[config.mk]
export PLATFORM = sky130hd
export DESIGN_NAME = multicycle_control
export DESIGN_NICKNAME = d
export VERILOG_FILES = /design/src/rtl/core_ctrl_pkg.sv /design/src/rtl/mem_wait_timer.sv /design/src/rtl/multicycle_control.sv
export SDC_FILE = /design/constraint.sdc
export NUM_CORES = 1
export LEC_CHECK = 0
export ABC_AREA = 1
export CAP_MARGIN = 20
export CORE_MARGIN = 3
export CORE_UTILIZATION = 44
export DETAILED_ROUTE_END_ITERATION = 10
export GPL_TIMING_DRIVEN = 0
export PLACE_DENSITY = 0.82
export SLEW_MARGIN = 30
export SYNTH_ARGS = -nofsm -noshare
export SYNTH_HDL_FRONTEND = slang
export SYNTH_SLANG_ARGS = --single-unit
[constraint.sdc]
create_clock -name clk -period 1.8 [get_ports clk]
set_clock_uncertainty 0.2 [all_clocks]
set_input_delay 0.18 -clock clk [delete_from_list [all_inputs] [get_ports clk]]
set_output_delay 0.18 -clock clk [all_outputs]
set_load 0.02 [all_outputs]
[src/rtl/core_ctrl_pkg.sv]
// Shared control definitions for the multi-cycle core: state encoding, ALU op and operand-select codes, opcodes.
// Latency: none (types, constants and a pure decode function).
// Backpressure: not applicable.
package core_ctrl_pkg;

    typedef enum logic [3:0] {
        ST_RST      = 4'd0,
        ST_FETCH    = 4'd1,
        ST_DECODE   = 4'd2,
        ST_MEM_ADDR = 4'd3,
        ST_MEM_RD   = 4'd4,
        ST_WB_MEM   = 4'd5,
        ST_MEM_WR   = 4'd6,
        ST_EXEC_R   = 4'd7,
        ST_WB_R     = 4'd8,
        ST_BRANCH   = 4'd9,
        ST_HALT     = 4'd15
    } state_t;

    // aluop codes consumed by the ALU-control decoder
    localparam logic [1:0] ALU_ADD   = 2'b00;
    localparam logic [1:0] ALU_SUB   = 2'b01;
    localparam logic [1:0] ALU_FUNCT = 2'b10;

    // second ALU operand select
    localparam logic [1:0] SRCB_RS2  = 2'b00;
    localparam logic [1:0] SRCB_FOUR = 2'b01;
    localparam logic [1:0] SRCB_IMM  = 2'b10;
    localparam logic [1:0] SRCB_BIMM = 2'b11;

    localparam logic [6:0] OP_R      = 7'b0110011;
    localparam logic [6:0] OP_LOAD   = 7'b0000011;
    localparam logic [6:0] OP_STORE  = 7'b0100011;
    localparam logic [6:0] OP_BRANCH = 7'b1100011;
    localparam logic [2:0] F3_BEQ    = 3'b000;

    // Successor of DECODE; anything unsupported lands in HALT.
    function automatic state_t decode_next(input logic [6:0] opcode, input logic [2:0] f3);
        state_t nxt;
        nxt = ST_HALT;
        if (opcode == OP_R)
            nxt = ST_EXEC_R;
        else if (opcode == OP_LOAD || opcode == OP_STORE)
            nxt = ST_MEM_ADDR;
        else if (opcode == OP_BRANCH && f3 == F3_BEQ)
            nxt = ST_BRANCH;
        return nxt;
    endfunction

endpackage

[src/rtl/mem_wait_timer.sv]
// Counts consecutive not-ready cycles of one memory access and flags when the wait limit is reached.
// Latency: count updates one cycle after each wait; expired is combinational from count and mem_ready.
// Backpressure: none; a ready cycle or leaving the memory state restarts the count from zero.
module mem_wait_timer
    import core_ctrl_pkg::*;
#(
    parameter int TIMEOUT = 255
) (
    input  logic clk,
    input  logic rst,
    input  logic active,
    input  logic mem_ready,
    output logic expired
);

    localparam int CW = (TIMEOUT > 0) ? $clog2(TIMEOUT + 1) : 1;
    localparam logic [CW-1:0] LIMIT = CW'(TIMEOUT);

    logic [CW-1:0] count;

    // Zero outside memory states and on completion, so each access starts at 0; saturate at the limit.
    always_ff @(posedge clk) begin
        if (rst || !active || mem_ready)
            count <= '0;
        else if (count != LIMIT)
            count <= count + CW'(1);
    end

    // A ready cycle at the limit still completes the access, so mem_ready masks the expiry.
    assign expired = (TIMEOUT != 0) && active && !mem_ready && (count == LIMIT);

endmodule

[src/rtl/multicycle_control.sv]
// Main control FSM of the multi-cycle core: fetch, decode, execute, memory, writeback over a shared datapath.
// Latency: R-type 4, load 5, store 4, branch 3 cycles with zero wait states; outputs decoded from the state register.
// Backpressure: stalls in FETCH/MEM_RD/MEM_WR until mem_ready; a bounded wait halts with fault_timeout.
module multicycle_control
    import core_ctrl_pkg::*;
#(
    parameter int TIMEOUT = 255
) (
    input  logic       clk,
    input  logic       rst,
    input  logic [6:0] opcode,
    input  logic [2:0] f3,
    input  logic       mem_ready,
    output logic [1:0] aluop,
    output logic       alusrc_a,
    output logic [1:0] alusrc_b,
    output logic       pc_source,
    output logic       pc_write,
    output logic       pc_write_cond,
    output logic       ir_write,
    output logic       reg_write,
    output logic       mem_to_reg,
    output logic       iord,
    output logic       mem_read,
    output logic       mem_write,
    output logic       retire,
    output logic       fault_illegal,
    output logic       fault_timeout,
    output logic [3:0] state
);

    state_t st;
    logic   wait_st;
    logic   expired;

    assign wait_st = (st == ST_FETCH) || (st == ST_MEM_RD) || (st == ST_MEM_WR);

    mem_wait_timer #(
        .TIMEOUT(TIMEOUT)
    ) u_timer (
        .clk      (clk),
        .rst      (rst),
        .active   (wait_st),
        .mem_ready(mem_ready),
        .expired  (expired)
    );

    // State sequencing and sticky fault flags; reset overrides everything.
    always_ff @(posedge clk) begin
        if (rst) begin
            st            <= ST_RST;
            fault_illegal <= 1'b0;
            fault_timeout <= 1'b0;
        end else begin
            case (st)
                ST_RST:      st <= ST_FETCH;
                ST_FETCH: begin
                    if (mem_ready) begin
                        st <= ST_DECODE;
                    end else if (expired) begin
                        st            <= ST_HALT;
                        fault_timeout <= 1'b1;
                    end
                end
                ST_DECODE: begin
                    st <= decode_next(opcode, f3);
                    if (decode_next(opcode, f3) == ST_HALT)
                        fault_illegal <= 1'b1;
                end
                ST_MEM_ADDR: st <= (opcode == OP_STORE) ? ST_MEM_WR : ST_MEM_RD;
                ST_MEM_RD: begin
                    if (mem_ready) begin
                        st <= ST_WB_MEM;
                    end else if (expired) begin
                        st            <= ST_HALT;
                        fault_timeout <= 1'b1;
                    end
                end
                ST_WB_MEM:   st <= ST_FETCH;
                ST_MEM_WR: begin
                    if (mem_ready) begin
                        st <= ST_FETCH;
                    end else if (expired) begin
                        st            <= ST_HALT;
                        fault_timeout <= 1'b1;
                    end
                end
                ST_EXEC_R:   st <= ST_WB_R;
                ST_WB_R:     st <= ST_FETCH;
                ST_BRANCH:   st <= ST_FETCH;
                ST_HALT:     st <= ST_HALT;
                default:     st <= ST_RST;
            endcase
        end
    end

    // Moore decode of the state register; only fetch strobes and the store retire look at mem_ready.
    always_comb begin
        aluop         = ALU_ADD;
        alusrc_a      = 1'b0;
        alusrc_b      = SRCB_RS2;
        pc_source     = 1'b0;
        pc_write      = 1'b0;
        pc_write_cond = 1'b0;
        ir_write      = 1'b0;
        reg_write     = 1'b0;
        mem_to_reg    = 1'b0;
        iord          = 1'b0;
        mem_read      = 1'b0;
        mem_write     = 1'b0;
        retire        = 1'b0;
        case (st)
            ST_FETCH: begin
                mem_read = 1'b1;
                alusrc_b = SRCB_FOUR;
                ir_write = mem_ready;
                pc_write = mem_ready;
            end
            ST_DECODE: begin
                alusrc_b = SRCB_BIMM;
            end
            ST_MEM_ADDR: begin
                alusrc_a = 1'b1;
                alusrc_b = SRCB_IMM;
            end
            ST_MEM_RD: begin
                mem_read = 1'b1;
                iord     = 1'b1;
            end
            ST_WB_MEM: begin
                reg_write  = 1'b1;
                mem_to_reg = 1'b1;
                retire     = 1'b1;
            end
            ST_MEM_WR: begin
                mem_write = 1'b1;
                iord      = 1'b1;
                retire    = mem_ready;
            end
            ST_EXEC_R: begin
                alusrc_a = 1'b1;
                aluop    = ALU_FUNCT;
            end
            ST_WB_R: begin
                reg_write = 1'b1;
                retire    = 1'b1;
            end
            ST_BRANCH: begin
                alusrc_a      = 1'b1;
                aluop         = ALU_SUB;
                pc_write_cond = 1'b1;
                pc_source     = 1'b1;
                retire        = 1'b1;
            end
            default: ;
        endcase
    end

    assign state = st;

endmodule
Word-level counts from Yosys, hierarchy flattened:

Cells that the tools add are included.

* equality and inequality tests: 17
* reduce and logical (&&, ||, !) cells: 21
* bitwise operators: 1
* add/sub/neg operators: 1
* muxes and demuxes: 22

Operators with widths (count)
* $mux 4: 8
* $pmux 4 s8: 1
* $eq 4x3->1 const B: 4
* $eq 4x4->1 const B: 4
* $eq 7x6->1 const B: 2
* $reduce_or 3->1: 3
* $add 8x1->8 const B: 1
* $eq 4x2->1 const B: 2
* $eq 8x8->1 const B: 1
* $mux 1: 8
* $ne 8x8->1 const B: 1
* $eq 7x2->1 const B: 1
* $eq 7x7->1 const B: 1
* $pmux 2 s3: 1
* $reduce_or 2->1: 3
* $logic_or 1x1->1: 5
* $eq 4x1->1 const B: 1
* $logic_not 4->1: 1
* $pmux 2 s2: 1
* $reduce_or 4->1: 1
* $logic_and 1x1->1: 3
* $logic_not 3->1: 1
* $mux 3: 1
* $reduce_and 3->1: 1
* other kinds (5): 6

* register bits: 14
* logic and storage cells: 66
* input port bits: 13
* output and inout port bits: 21

Logic depth before layout (Yosys ltp):

* word-level depth: 9
* depth in mapped cells: 10
* mapped depth without buffers: 10

Modules after synthesis:

Synthesis repeated with hierarchy kept, for this count alone.

* cell total of the unflattened synthesis: 163
* area total of the unflattened synthesis: 998.5 um^2

Modules (own cells, without submodules)
* multicycle_control: area an instance 560.5 um^2, seq. area each 120.1 um^2, cells an instance 100, instances 1
* mem_wait_timer: area an instance 437.9 um^2, seq. area each 160.2 um^2, cells an instance 63, instances 1

Least setup slack after synthesis:

Ideal clock, no wire load.

* path kind: register to output
* start: register st[0], in the netlist state[0]
* end: output port pc_write
* slack: 15 ps
* cell stages (with the launch flop): 6
* arrival time: 1405 ps
* data required time: 1420 ps
* buffers on the path: 1
* cells stage by stage: dfxtp_1 inv_2 nor2_4 nand2_2 nor2_1 buf_4

* cells in the longest elaborated chain, start to end: 2

RTL lines
* start: declaration: line multicycle_control.sv:32 `state_t st;`
* start signal: assignment: line multicycle_control.sv:66 `st <= decode_next(opcode, f3);`
* start signal: assignment: line multicycle_control.sv:70 `ST_MEM_ADDR: st <= (opcode == OP_STORE) ? ST_MEM_WR : ST_MEM_RD;`
* $eq 4x1->1
* $mux 1
* end: declaration: line multicycle_control.sv:18 `output logic pc_write,`

No other way between the ends.

Worst setup path after layout:

* start: register st[2], in the netlist state[2]
* end: output port mem_read

* cells in the longest elaborated chain, start to end: 3
* elaborated cells on any way between the ends: 4
* classes of those cells: eq/ne: 2; mux: 1; reduce/logical: 1

RTL lines
* $eq 4x1->1 or $eq 4x3->1 (tied branches): line multicycle_control.sv:112 `case (st)`
* $reduce_or 2->1 (no source line) (*)
* $mux 1 (*): line multicycle_control.sv:112
* end: declaration: line multicycle_control.sv:24 `output logic mem_read,`

Mark *: on every way between the ends. The rest lies on a longest branch, timed or not.

==> qor.yml <==
core_um2: 2000
cts_tree: "built"
numCtsBuffers: 3
placed_cell_area_um2: 1310
clk_latency_ns: 0.27
final-instance-count-excl-fill: 226
setup_viol_count_final: 0
cellPowerDensity_nw_per_um2: 1130
syn_nets: 171
via_count: 1130
stdcell_area_um2: 1390
path_max_fanout: 7
p_int_mw: 0.830
hold_slack_ns: 0.250
fillers: 169
seq_area_um2: 295
wl_met1_um: 1090
p_sw_share_pct: 47.0
r2r_cells: 9
arrival_ns: 1.38
die_area_um2: 2740
synthCells: 157
worstSetupPathType: "flip-flop to output port"
dpl.hpwl_um: 1980
cp-start-kind: "flip-flop"
grt_pass1_vias: 1035
setup_slack_ns: 0.0378
start_util_pct: 47.2
synth_edf_count: 0
worstHoldPathCells: 2
first_iter_violations: 23
wl_per_cell_um: 11.4
async_flop_share_pct: 0
area_growth_pct: 47.0
slew_headroom_pct: 83.5
timing.fmax_mhz: 567
rsz0062_at_grt: "true"
leakage_nw: 0.716
cts_hold_buf: 0
synth_cell_types: 22
routabilityCongestion: 0.881
cts_max_path_buffers: 2
gr-total-overflow: 0
peakVddDrop_mv: 0.762
fin_crit_ns: 1.76
combPwrFrac_pct: 60.7
fin_nets: 215
cts-root-buf: "clkbuf_4"
preCtsSetupSlack_ns: -0.302
route.detailed.drc: 0
die_y_um: 52.3
r2r_slack_ns: 0.15
die_w_um: 52.3
r2r-start: "u_timer.count[0]$_SDFFE_PP0N_"
drv_cap: 0
place_inst: 217
grt_pass1_wl_um: 4080
groute.usage.overall_pct: 19.4
synth_flop_cell: "dfxtp_1"
dr.max_layer_used: "met4"
pwr-share-seq_pct: 28.7
totalPowerFinal_mw: 1.57
yosys_warnings: 0
clk_pin_slew_ns: 0.08
hold_viol: 0
worstMarginPinSlew_ns: 0.245
r2r_end: "u_timer.count[5]$_SDFFE_PP0N_"
maxSlewViolCount: 0
seq_area_frac_synth_pct: 29.7
power_frac_clock_pct: 10.6
syn_avg_cell_area_um2: 6.02
via_per_inst: 5.00
io_pins: 34
met3_length_um: 141
min_period_over_period_pct: 97.9
cts_num_sinks: 14
first_pass_iters: 4
syn_area_um2: 945
drive_above_1_share_pct: 27.6
dr_wl_met2_um: 1330
outcome: "finished, final reports clean"
grt_max_degree: 9
multi_input_area_um2: 578
hold_start: "fault_timeout$_SDFFE_PP0P_"
drt_wl_total_um: 2580
crit_required_ns: 1.42
htree_levels: 1
min_path_type: "flip-flop to flip-flop"
p_sw_mw: 0.737
synth-seq-cells: 14
whs_endpoint: "fault_timeout$_SDFFE_PP0P_"
io_buffer_count: 33
worst_setup_path_end_kind: "output port"
antenna_found_initial: 0
n_antenna_cell: 0
fp-row-count: 16
postRouteAntennaNets: 0
## how the worst max path moves through the flow
stage | from | end
finish | state[2]$_SDFF_PP0_ | mem_read
detailed placement | mem_ready | pc_write
floorplan | state[0]$_SDFF_PP0_ | pc_write
global route | state[2]$_SDFF_PP0_ | mem_read
CTS | state[2]$_SDFF_PP0_ | mem_read
global placement | mem_ready | pc_write
## flip-flops by register name (all words and copies together), names as in the netlist
| register | cells |
|---|---|
| u_timer.count | 8 |
| fault_illegal | 1 |
| fault_timeout | 1 |
| state | 4 |
## cell usage in the layout (no fill, tap or decap)
cell type        count
nand4_1              2
a31oi_1              1
nand3_1             10
nand3_2              3
clkdlybuf4s50_1     17
inv_1               24
a21oi_1              7
clkbuf_4             3
o21ai_0              6
ha_1                 1
a211oi_1             1
clkbuf_2             8
nor3_1               7
buf_4               11
nand2_4              1
nor2_2               3
dlymetal6s2s_1       1
nand2_1             34
nor2_4               5
inv_2                6
nand2_2              5
o211ai_1             1
dfxtp_4              4
dfxtp_1             10
a21oi_2              1
clkdlybuf4s15_2      2
o21ai_1              2
nor3_4               1
dlygate4sd2_1        1
nor2_1              19
buf_2                2
## power groups by stage
stage	clock [mW]	combinational, mW	sequential (mW)
2_1_floorplan	0	0.489	0.464
3_3_place_gp	0	0.852	0.434
3_5_place_dp	0	0.871	0.433
4_1_cts	0.175	0.898	0.434
5_1_grt	0.191	1.05	0.459
6_report	0.166	0.951	0.450
## cell type report
cell class                      count  area share, %
Tap cell                           27           2.43
Buffer                              3           1.62
Timing Repair Buffer               39           23.3
Multi-Input combinational cell    110           41.6
Sequential cell                    14           21.3
Clock buffer                        3           1.62
Inverter                           30           8.11
## routing by layer
metal | up-vias | GRT usage [%]
met3 | 4 | 5.41
met5 | - | 0
met4 | 0 | 4.68
met2 | 35 | 36.6
met1 | 511 | 20.9
li1 | 580 | -
## synthesized netlist by cell type (all sizes together), types with 2 or more instances
library cell	number	area, um2
a21oi	8	43.8
nor3	8	45.0
nand2	40	163
o21ai	8	40.0
buf	3	22.5
nand4	2	12.5
nor2	27	121
nand3	13	70.1
dfxtp	14	280
inv	30	113
## critical path: stages, from the launching register on
cell	delay, ns
dfxtp_4	0.41
inv_2	0.06
nor2_4	0.17
inv_2	0.07
nor2_2	0.10
nand2_1	0.09
nand2_1	0.07
buf_4	0.13
## metrics by stage
stage                     util [%]  setup TNS [ns]
after floorplan                  -               0
after global placement        65.4           -1.42
after detailed placement      65.4           -1.61
after CTS                     68.6        -0.00597
after global routing          69.4          -0.119
final                         69.4               0
## repair_timing
item                                    4_1_cts  5_1_grt
pin swaps                                     1        3
endpoints found under the setup margin       17       16
gates resized for setup                      38       34
gates cloned                                  0        0
buffers inserted                              2        4
## logic make-up after synthesis
kind of cell / synth area share (%)
buffers and inverters: 14.3
AO/OA/AOI/OAI: 11.1
AND/OR/NAND/NOR: 43.6
flip-flops: 29.7
adder cells (fa/ha/maj): 1.32
No activity file was read; power rests on OpenSTA's default activity.
